===== src/rtl/uart_pkg.sv =====
// Shared UART types: parity mode, receiver state encoding and small bit helpers.
package uart_pkg;

    typedef enum logic [1:0] {
        PAR_NONE  = 2'd0,
        PAR_EVEN  = 2'd1,
        PAR_ODD   = 2'd2,
        PAR_SPACE = 2'd3
    } parity_e;

    typedef enum logic [2:0] {
        ST_IDLE       = 3'd0,
        ST_START      = 3'd1,
        ST_DATA       = 3'd2,
        ST_PARITY     = 3'd3,
        ST_STOP1      = 3'd4,
        ST_STOP2      = 3'd5,
        ST_BREAK_WAIT = 3'd6
    } rx_state_e;

    function automatic logic maj3(input logic a, input logic b, input logic c);
        return (a & b) | (a & c) | (b & c);
    endfunction

    // Parity bit the transmitter should have sent, given the XOR of the data bits.
    function automatic logic par_expected(input parity_e mode, input logic data_xor);
        case (mode)
            PAR_EVEN: return data_xor;
            PAR_ODD:  return ~data_xor;
            default:  return 1'b0;
        endcase
    endfunction

endpackage


===== src/rtl/uart_baud_gen.sv =====
// Oversampling tick divider; i_restart realigns the phase to a detected start edge.
module uart_baud_gen #(
    parameter int SystemClockFreq = 133_000_000,
    parameter int BaudRate        = 115200,
    parameter int OverSample      = 16
) (
    input  logic i_clk,
    input  logic i_rst_n,
    input  logic i_restart,
    output logic o_tick
);

    localparam int RawDiv = SystemClockFreq / (BaudRate * OverSample);
    localparam int Div    = (RawDiv < 1) ? 1 : RawDiv;
    localparam int CW     = (Div > 1) ? $clog2(Div) : 1;
    localparam logic [CW-1:0] Last = CW'(Div - 1);

    logic [CW-1:0] r_cnt;
    logic          w_wrap;

    assign w_wrap = (r_cnt == Last);
    assign o_tick = w_wrap & ~i_restart;

    always_ff @(posedge i_clk or negedge i_rst_n) begin
        if (!i_rst_n) begin
            r_cnt <= '0;
        end else if (i_restart || w_wrap) begin
            r_cnt <= '0;
        end else begin
            r_cnt <= r_cnt + 1'b1;
        end
    end

endmodule


===== src/rtl/uart_rx_framer.sv =====
// UART receiver: majority-voted oversampling, parity/stop/break checks and a
// single-entry holding register with valid/ready hand-off and sticky overrun.
module uart_rx_framer
    import uart_pkg::*;
#(
    parameter int DataLength      = 8,
    parameter int OverSample      = 16,
    parameter int BaudRate        = 115200,
    parameter int SystemClockFreq = 133_000_000
) (
    input  logic                  i_clk,
    input  logic                  i_rst_n,
    input  logic                  i_rx,
    input  parity_e               i_parity,
    input  logic                  i_two_stop,
    output logic [DataLength-1:0] o_rx_data,
    output logic                  o_rx_valid,
    input  logic                  i_rx_ready,
    output logic                  o_parity_err,
    output logic                  o_frame_err,
    output logic                  o_break,
    output logic                  o_overrun,
    input  logic                  i_err_clr,
    output logic                  o_rts,
    output rx_state_e             o_state
);

    localparam int TCW = $clog2(OverSample);
    localparam logic [TCW-1:0] T_S0  = TCW'(OverSample / 2 - 1);
    localparam logic [TCW-1:0] T_S1  = TCW'(OverSample / 2);
    localparam logic [TCW-1:0] T_DEC = TCW'(OverSample / 2 + 1);
    localparam logic [TCW-1:0] T_END = TCW'(OverSample - 1);

    logic r_sync1, r_sync2, r_rx_prev;
    logic w_rx, w_fall, w_restart, w_tick, w_decide, w_end, w_maj, w_break;
    logic w_done, w_ferr_fin, w_brk_fin;

    rx_state_e             r_state, w_next;
    logic [TCW-1:0]        r_tick_cnt;
    logic [3:0]            r_bit_cnt;
    logic                  r_s0, r_s1, r_bit;
    logic [DataLength-1:0] r_shift;
    parity_e               r_par_mode;
    logic                  r_two_stop, r_par_bit, r_perr, r_ferr;
    logic [DataLength-1:0] r_rx_data;
    logic                  r_valid, r_perr_h, r_ferr_h, r_brk_h, r_ovr;

    always_ff @(posedge i_clk or negedge i_rst_n) begin
        if (!i_rst_n) begin
            r_sync1   <= 1'b1;
            r_sync2   <= 1'b1;
            r_rx_prev <= 1'b1;
        end else begin
            r_sync1   <= i_rx;
            r_sync2   <= r_sync1;
            r_rx_prev <= r_sync2;
        end
    end

    assign w_rx      = r_sync2;
    assign w_fall    = r_rx_prev & ~r_sync2;
    assign w_restart = (r_state == ST_IDLE) && w_fall;
    assign w_decide  = w_tick && (r_tick_cnt == T_DEC);
    assign w_end     = w_tick && (r_tick_cnt == T_END);
    assign w_maj     = maj3(r_s0, r_s1, w_rx);
    assign w_break   = ~|r_shift & ~r_par_bit & ~w_maj;

    uart_baud_gen #(
        .SystemClockFreq(SystemClockFreq),
        .BaudRate       (BaudRate),
        .OverSample     (OverSample)
    ) u_baud_gen (
        .i_clk    (i_clk),
        .i_rst_n  (i_rst_n),
        .i_restart(w_restart),
        .o_tick   (w_tick)
    );

    always_ff @(posedge i_clk or negedge i_rst_n) begin
        if (!i_rst_n) r_state <= ST_IDLE;
        else          r_state <= w_next;
    end

    // The last stop bit is resolved at mid-bit so a back-to-back start edge is never missed.
    always_comb begin
        w_next     = r_state;
        w_done     = 1'b0;
        w_ferr_fin = 1'b0;
        w_brk_fin  = 1'b0;
        case (r_state)
            ST_IDLE:   if (w_fall) w_next = ST_START;
            ST_START: begin
                if (w_decide && w_maj) w_next = ST_IDLE;
                else if (w_end)        w_next = ST_DATA;
            end
            ST_DATA: begin
                if (w_end && (r_bit_cnt == 4'(DataLength - 1)))
                    w_next = (r_par_mode == PAR_NONE) ? ST_STOP1 : ST_PARITY;
            end
            ST_PARITY: if (w_end) w_next = ST_STOP1;
            ST_STOP1: begin
                if (w_decide) begin
                    if (w_break) begin
                        w_next     = ST_BREAK_WAIT;
                        w_done     = 1'b1;
                        w_ferr_fin = 1'b1;
                        w_brk_fin  = 1'b1;
                    end else if (!r_two_stop) begin
                        w_next     = ST_IDLE;
                        w_done     = 1'b1;
                        w_ferr_fin = ~w_maj;
                    end
                end else if (w_end && r_two_stop) begin
                    w_next = ST_STOP2;
                end
            end
            ST_STOP2: begin
                if (w_decide) begin
                    w_next     = ST_IDLE;
                    w_done     = 1'b1;
                    w_ferr_fin = r_ferr | ~w_maj;
                end
            end
            ST_BREAK_WAIT: if (w_rx && w_end) w_next = ST_IDLE;
            default:   w_next = ST_IDLE;
        endcase
    end

    always_ff @(posedge i_clk or negedge i_rst_n) begin
        if (!i_rst_n) begin
            r_tick_cnt <= '0;
            r_bit_cnt  <= '0;
            r_s0       <= 1'b1;
            r_s1       <= 1'b1;
            r_bit      <= 1'b1;
            r_shift    <= '0;
            r_par_mode <= PAR_NONE;
            r_two_stop <= 1'b0;
            r_par_bit  <= 1'b0;
            r_perr     <= 1'b0;
            r_ferr     <= 1'b0;
        end else begin
            if (w_restart) begin
                r_tick_cnt <= '0;
                r_bit_cnt  <= '0;
                r_par_mode <= i_parity;
                r_two_stop <= i_two_stop;
                r_par_bit  <= 1'b0;
                r_perr     <= 1'b0;
                r_ferr     <= 1'b0;
            end else if ((r_state != ST_BREAK_WAIT) && (w_next == ST_BREAK_WAIT)) begin
                r_tick_cnt <= '0;
            end else if ((r_state == ST_BREAK_WAIT) && !w_rx) begin
                r_tick_cnt <= '0;
            end else if (w_tick) begin
                r_tick_cnt <= (r_tick_cnt == T_END) ? '0 : r_tick_cnt + 1'b1;
            end
            if (w_tick && (r_tick_cnt == T_S0)) r_s0 <= w_rx;
            if (w_tick && (r_tick_cnt == T_S1)) r_s1 <= w_rx;
            if (w_decide) r_bit <= w_maj;
            if ((r_state == ST_DATA) && w_end) begin
                r_shift   <= {r_bit, r_shift[DataLength-1:1]};
                r_bit_cnt <= r_bit_cnt + 1'b1;
            end
            if ((r_state == ST_PARITY) && w_end) begin
                r_par_bit <= r_bit;
                r_perr    <= r_bit ^ par_expected(r_par_mode, ^r_shift);
            end
            if ((r_state == ST_STOP1) && w_decide) r_ferr <= ~w_maj;
        end
    end

    // A word finishing while the consumer stalls is dropped; the held word stays intact.
    always_ff @(posedge i_clk or negedge i_rst_n) begin
        if (!i_rst_n) begin
            r_rx_data <= '0;
            r_valid   <= 1'b0;
            r_perr_h  <= 1'b0;
            r_ferr_h  <= 1'b0;
            r_brk_h   <= 1'b0;
            r_ovr     <= 1'b0;
        end else begin
            if (w_done && r_valid && !i_rx_ready) r_ovr <= 1'b1;
            else if (i_err_clr)                   r_ovr <= 1'b0;
            if (w_done && !(r_valid && !i_rx_ready)) begin
                r_rx_data <= r_shift;
                r_perr_h  <= r_perr;
                r_ferr_h  <= w_ferr_fin;
                r_brk_h   <= w_brk_fin;
                r_valid   <= 1'b1;
            end else if (r_valid && i_rx_ready) begin
                r_valid <= 1'b0;
            end
        end
    end

    assign o_rx_data    = r_rx_data;
    assign o_rx_valid   = r_valid;
    assign o_parity_err = r_perr_h;
    assign o_frame_err  = r_ferr_h;
    assign o_break      = r_brk_h;
    assign o_overrun    = r_ovr;
    assign o_rts        = ~r_valid;
    assign o_state      = r_state;

endmodule


===== config.mk =====
export PLATFORM = sky130hd
export DESIGN_NAME = uart_rx_framer
export DESIGN_NICKNAME = d
export VERILOG_FILES = /design/src/rtl/uart_pkg.sv /design/src/rtl/uart_baud_gen.sv /design/src/rtl/uart_rx_framer.sv
export SDC_FILE = /design/constraint.sdc
export NUM_CORES = 1
export LEC_CHECK = 0
export CORE_UTILIZATION = 56
export DETAILED_ROUTE_END_ITERATION = 7
export GPL_TIMING_DRIVEN = 1
export PLACE_DENSITY = 0.8
export SLEW_MARGIN = 10
export SYNTH_ARGS = -nofsm -noshare
export SYNTH_HDL_FRONTEND = slang
export SYNTH_SLANG_ARGS = --single-unit

===== constraint.sdc =====
create_clock -name i_clk -period 2.8 [get_ports i_clk]
set_input_delay 0.56 -clock i_clk [delete_from_list [all_inputs] [get_ports i_clk]]
set_output_delay 0.56 -clock i_clk [all_outputs]
set_load 0.1 [all_outputs]

# ---- Yosys cells after proc, flatten, opt, wreduce, memory -nomap -nowiden
# Index checks and enable logic that the tools add are counted.
dict set report word_totals {
  wordCells 136
  output_inout_bits 17
  register_bits 51
}
dict set report op_classes {
  n_eq_ne 16
  n_addsub 3
  reduce_logical 34
  bitwise 17
  n_mux 44
}
# op n
set ops {}
lappend ops {{$mux W3} 12}
lappend ops {{$mux W4} 7}
lappend ops {{$pmux W3 S7} 1}
lappend ops {{$mux W1} 20}
lappend ops {{$logic_and A1 B1 Y1} 19}
lappend ops {{$eq A3 B3 Y1 const B} 4}
lappend ops {{$eq A4 B4 Y1 const B} 3}
lappend ops {{$reduce_bool A2 Y1} 5}
lappend ops {{$add A4 B1 Y4 const B} 2}
lappend ops {{$eq A4 B3 Y1 const B} 2}
lappend ops {{$reduce_or A8 Y1} 1}
lappend ops {{$reduce_xor A8 Y1} 1}
lappend ops {{$add A7 B1 Y7 const B} 1}
lappend ops {{$and A1 B1 Y1} 7}
lappend ops {{$eq A7 B7 Y1 const B} 1}
lappend ops {{$mux W7} 1}
lappend ops {{$eq A3 B2 Y1 const B} 2}
lappend ops {{$not A1 Y1} 6}
lappend ops {{$pmux W1 S2} 3}
lappend ops {{$logic_not A1 Y1} 4}
lappend ops {{$reduce_bool A4 Y1} 1}
lappend ops {{$eq A3 B1 Y1 const B} 1}
lappend ops {{$logic_not A3 Y1} 1}
lappend ops {{$ne A3 B3 Y1 const B} 1}
lappend ops {{other kinds (6)} 8}

# ---- Longest topological paths before layout
dict set report depth {
  word_depth 14
  depth_mapped 8
  mapped_depth_nobuf 7
}

# ---- Hierarchy
# Synthesis repeated with hierarchy kept, for this count alone.
dict set report unflattened {
  cells_unflattened 259
  hier_area_um2 2543.7
}
# mod instances area_per_inst_um2 cells_per_inst
set modules_own_cells {}
lappend modules_own_cells {uart_rx_framer 1 2212.1 227}
lappend modules_own_cells {uart_baud_gen 1 331.6 32}

# ---- Worst setup path after synthesis
# Ideal clock, no wire load.
dict set report synth_timing {
  path_kind {reg2reg}
  from {register r_state[1] (netlist: o_state[1])}
  to {register r_bit_cnt[3]}
  required_time_ns 2.722
  setup_ns 0.078
  path_buffers 1
  synth_period_minus_slack_ns 2.205
  stages_incl_launch_ff 7
  arrival_ns 2.127
  slack_ns 0.595
  cell_sequence {dfrtp_1 > nand2b_1 > nor2_1 > nand2_2 > buf_6 > or3_1 > a21oi_1}
}
dict set report synth_between {
  elab_chain_cells 7
  word_cells_on_any_way 9
  cone_classes {eq/ne (1); mux (1); bitwise (2); reduce/logical (5)}
}
# item line_no
set synth_rtl {}
lappend synth_rtl {{from (decl)} uart_rx_framer.sv:38} ;# rx_state_e r_state, w_next;
lappend synth_rtl {{from (signal assigned)} uart_rx_framer.sv:81} ;# else r_state <= w_next;
lappend synth_rtl {{$logic_not A3 Y1} uart_rx_framer.sv:62} ;# assign w_restart = (r_state == ST_IDLE) && w_fall;
lappend synth_rtl {{$logic_and A1 B1 Y1} uart_rx_framer.sv:62}
lappend synth_rtl {{$not A1 Y1} uart_baud_gen.sv:22} ;# assign o_tick = w_wrap & ~i_restart;
lappend synth_rtl {{$and A1 B1 Y1} uart_baud_gen.sv:22}
lappend synth_rtl {{$logic_and A1 B1 Y1} uart_rx_framer.sv:64} ;# assign w_end = w_tick && (r_tick_cnt == T_END);
lappend synth_rtl {{$logic_and A1 B1 Y1} uart_rx_framer.sv:161} ;# if ((r_state == ST_DATA) && w_end) begin
lappend synth_rtl {{$mux W4 or $reduce_bool A2 Y1 (tied branches)} --}
lappend synth_rtl {{to (signal assigned)} uart_rx_framer.sv:163} ;# r_bit_cnt <= r_bit_cnt + 1'b1;
lappend synth_rtl {{to (decl)} uart_rx_framer.sv:40} ;# logic [3:0] r_bit_cnt;
# Several ways; a longest one is shown, not always the timed one.
# A chain may end at the register's enable or synchronous reset.

# ---- Worst setup path after layout
dict set report layout_timing {
  from {register u_baud_gen.r_cnt[0]}
  to {register r_ferr_h (netlist: o_frame_err)}
}
dict set report layout_between {
  elab_chain_cells 6
  word_cells_on_any_way 10
  cone_classes {eq/ne (1); mux (6); bitwise (1); reduce/logical (2)}
}
# item line_no
set layout_rtl {}
lappend layout_rtl {{from (decl)} uart_baud_gen.sv:18} ;# logic [CW-1:0] r_cnt;
lappend layout_rtl {{from (signal assigned)} uart_baud_gen.sv:30} ;# r_cnt <= r_cnt + 1'b1;
lappend layout_rtl {{$eq A7 B7 Y1 (*)} uart_baud_gen.sv:21} ;# assign w_wrap = (r_cnt == Last);
lappend layout_rtl {{$and A1 B1 Y1 (*)} uart_baud_gen.sv:22}
lappend layout_rtl {{$logic_and A1 B1 Y1 (*)} uart_rx_framer.sv:63} ;# assign w_decide = w_tick && (r_tick_cnt == T_DEC);
lappend layout_rtl {{$mux W1, on equally long branches} {uart_rx_framer.sv:118, uart_rx_framer.sv:102}}
lappend layout_rtl {{$pmux W1 S2} uart_rx_framer.sv:90} ;# case (r_state)
lappend layout_rtl {{$logic_and A1 B1 Y1} uart_rx_framer.sv:185} ;# if (w_done && !(r_valid && !i_rx_ready)) begin
lappend layout_rtl {{to (signal assigned)} uart_rx_framer.sv:188} ;# r_ferr_h <= w_ferr_fin;
lappend layout_rtl {{to (decl)} uart_rx_framer.sv:46} ;# logic r_valid, r_perr_h, r_ferr_h, r_brk_h, r_ovr;
# Every way passes the cells marked *; elsewhere a longest branch is shown, timed or not.

==> metrics <==
Synth area leader=dfrtp_1; antenna violations before repair=0; row count=24; CTS tree=yes; CP endpoint kind=register; pwr dens=574.9 nW/um2; initial core utilization=58.25%; first-pass GRT wire length=7817 um; final-report hold violation count=0; H-Tree Depth=2; Total GRT Usage=20.66%; Hold Buf Count CTS=0; CTS Buf Count=5; routed len/inst=13.79 um; core area=4354 um2; post-CTS sizing=0; IO Pins=25; Setup Crit Path Kind=register to register; Mean Syn Cell Area=10.23 um2; Critical Path Start=u_baud_gen.r_cnt[0]; Pleak=1.317 nW; Synth area leaders=dfrtp_1, dfstp_2, mux2_2, nand2_1, ha_1; yosys warns=0; fin crit share=88.34%; Via density=5.483; Most used DFF post-synth=dfrtp_1; DRC=0; top-area cell type share of the netlist area=44.40%; asr flop ratio synth=100.0%; length of the first detailed-routing pass in iterations=4; worst path arrival time=2.67 ns; Worst-Skew Late Latency=0.31 ns; IO Port Bufs=24; Final TNS setup=0 ns; Synth-to-Final Area Change=13.91%; CTS max path bufs=2; Synth Instances=248; via count=1,793; final wirelength=4510 um; Sw Ratio=27.22%; clock share of power=32.5%; n_diodes=0; clock slew at reported path FFs=0.09 ns; Yosys cell types=41; clk_skew=0.01021 ns; worst-margin pin slew=0.6379 ns; Flop pwr share=53.3%; EDFF count, synth=0; remaining antenna violation count after routing=0; Post-synth top cells=dfrtp_1, nand2_1, o21ai_0; status=complete, no violations; pre-CTS WS=0.3355 ns; cell internal pwr=1.209 mW; Max Fanout on Critical Path=11; die span in x=69.30 um; DRT iter0 DRCs=96; Die H=69.30 um; WP data required=2.99 ns; crit path launch type=register; Die ar.=4802 um2; HP Class=input pin to asynchronous set/reset pin; Net Sw Power=0.4522 mW; final worst slack=0.3265 ns; RSZ-0062 raised after global routing=no; Syn Nets=265; relative slew slack=57.11%; Combinational Power Share=14.3%; share of cells above drive strength 1=20.73%; max_cap viols=0; HPWL Detailed=3273 um; Root Buffer=clkbuf_8; #FFs+latches synth=51; Fmax achieved=0.4043 GHz; setup bufs post-CTS=0; Final Max Tran Viols=0; reg2reg start=u_baud_gen.r_cnt[0]; sequential area share after synthesis=50.62%; NumNets Final=291; largest net degree at the start of global routing=33; Layout Cells excl Fill=327; Clock Sinks=51; total grt overflow=0; DP Cell Count=319; maximum VDD drop=0.6234 mV; count of final setup violators=0; Mapped Area=2536 um2; vias in the first global route=1,678; count leader, synth=dfrtp_1; post-layout min period=2.474 ns; GPL Wtd Cong=0.8053
cells by family after synthesis:
kind of cell | Yosys count | share of synthesized area (%)
xor+xnor | 12 | 4.144
buf+inv | 24 | 4.144
mux | 16 | 7.005
flops | 51 | 50.62
compound gates | 35 | 8.042
simple gates | 100 | 21.16
fa+ha+maj | 10 | 4.884
power by group through the flow:
stage                     clock [mW]  combinational, mW  sequential, mW
after floorplan                    0              0.170           0.893
after global placement             0              0.230           0.893
after detailed placement           0              0.240           0.899
after CTS                      0.552              0.243           0.885
after global routing           0.581              0.275           0.895
final                          0.539              0.237           0.885
final cells by class:
class,instances,area [um2]
multi-input combinational,173,1147
sequential,51,1284
inverter,17,63.81
tap,52,65.06
clock inverter,2,38.79
clock buffer,6,82.58
timing repair buffer,26,207.7
fill,353,1465
sequential cells by signal, indices dropped and copies added, names as in the netlist, 2 cells and up:
| name | flops |
|---|---|
| o_rx_data | 8 |
| r_shift | 8 |
| u_baud_gen.r_cnt | 7 |
| r_bit_cnt | 4 |
| r_tick_cnt | 4 |
| o_state | 3 |
| r_par_mode | 2 |
placed cells by master (no fill, tap or decap), types with 3 or more instances in the layout:
master,instances
inv_1,17
dfrtp_1,45
xnor2_1,7
a21oi_1,7
clkbuf_8,6
nand4_1,3
nand2b_1,5
buf_4,19
nand2_1,36
o21ai_0,18
clkdlybuf4s50_1,6
dfstp_2,6
nand3_1,16
mux2_2,14
ha_1,9
nor2_1,15
nor2b_1,6
xor2_1,5
layer usage:
layer	part of all wire, %	wire, um	track usage, %	vias up
met4	1.1	49	7.029	0
met5	0	0	0	-
met3	4.1	185	4.506	5
met2	46	2068	32.15	38
li1	-	-	-	895
met1	49	2206	28.91	855
worst max-delay path, cell delays in order, from the launching register on:
cell	delay (ns)
dfrtp_1	0.38
ha_1	0.30
nand4bb_4	0.20
nor3_4	0.31
o2111ai_1	0.25
nor2b_2	0.51
mux2_2	0.40
per-stage QoR:
step                      util [%]  hold WS (ns)  power (mW)  area (um2)
after CTS                    66.35        0.1989       1.680        2889
after global routing         66.35        0.2097       1.751        2889
final                        66.35        0.1786       1.661        2889
after detailed placement     63.56        0.3521       1.138        2768
after global placement       63.56        0.3463       1.123        2768
after floorplan                  -        0.2644       1.063        2536
worst paths after layout:
check                                endpoint  slack, ns  cells past startpoint
worst max-delay path              o_frame_err       0.33                      6
worst min-delay path            r_tick_cnt[1]       0.18                      1
worst max register to register    o_frame_err       0.33                      6
worst min register to register        r_sync2       0.36                      0
max in group asynchronous                r_s0       1.83                      2
min in group i_clk                    r_sync2       0.36                      0
Power figures use the tool's default switching activity.
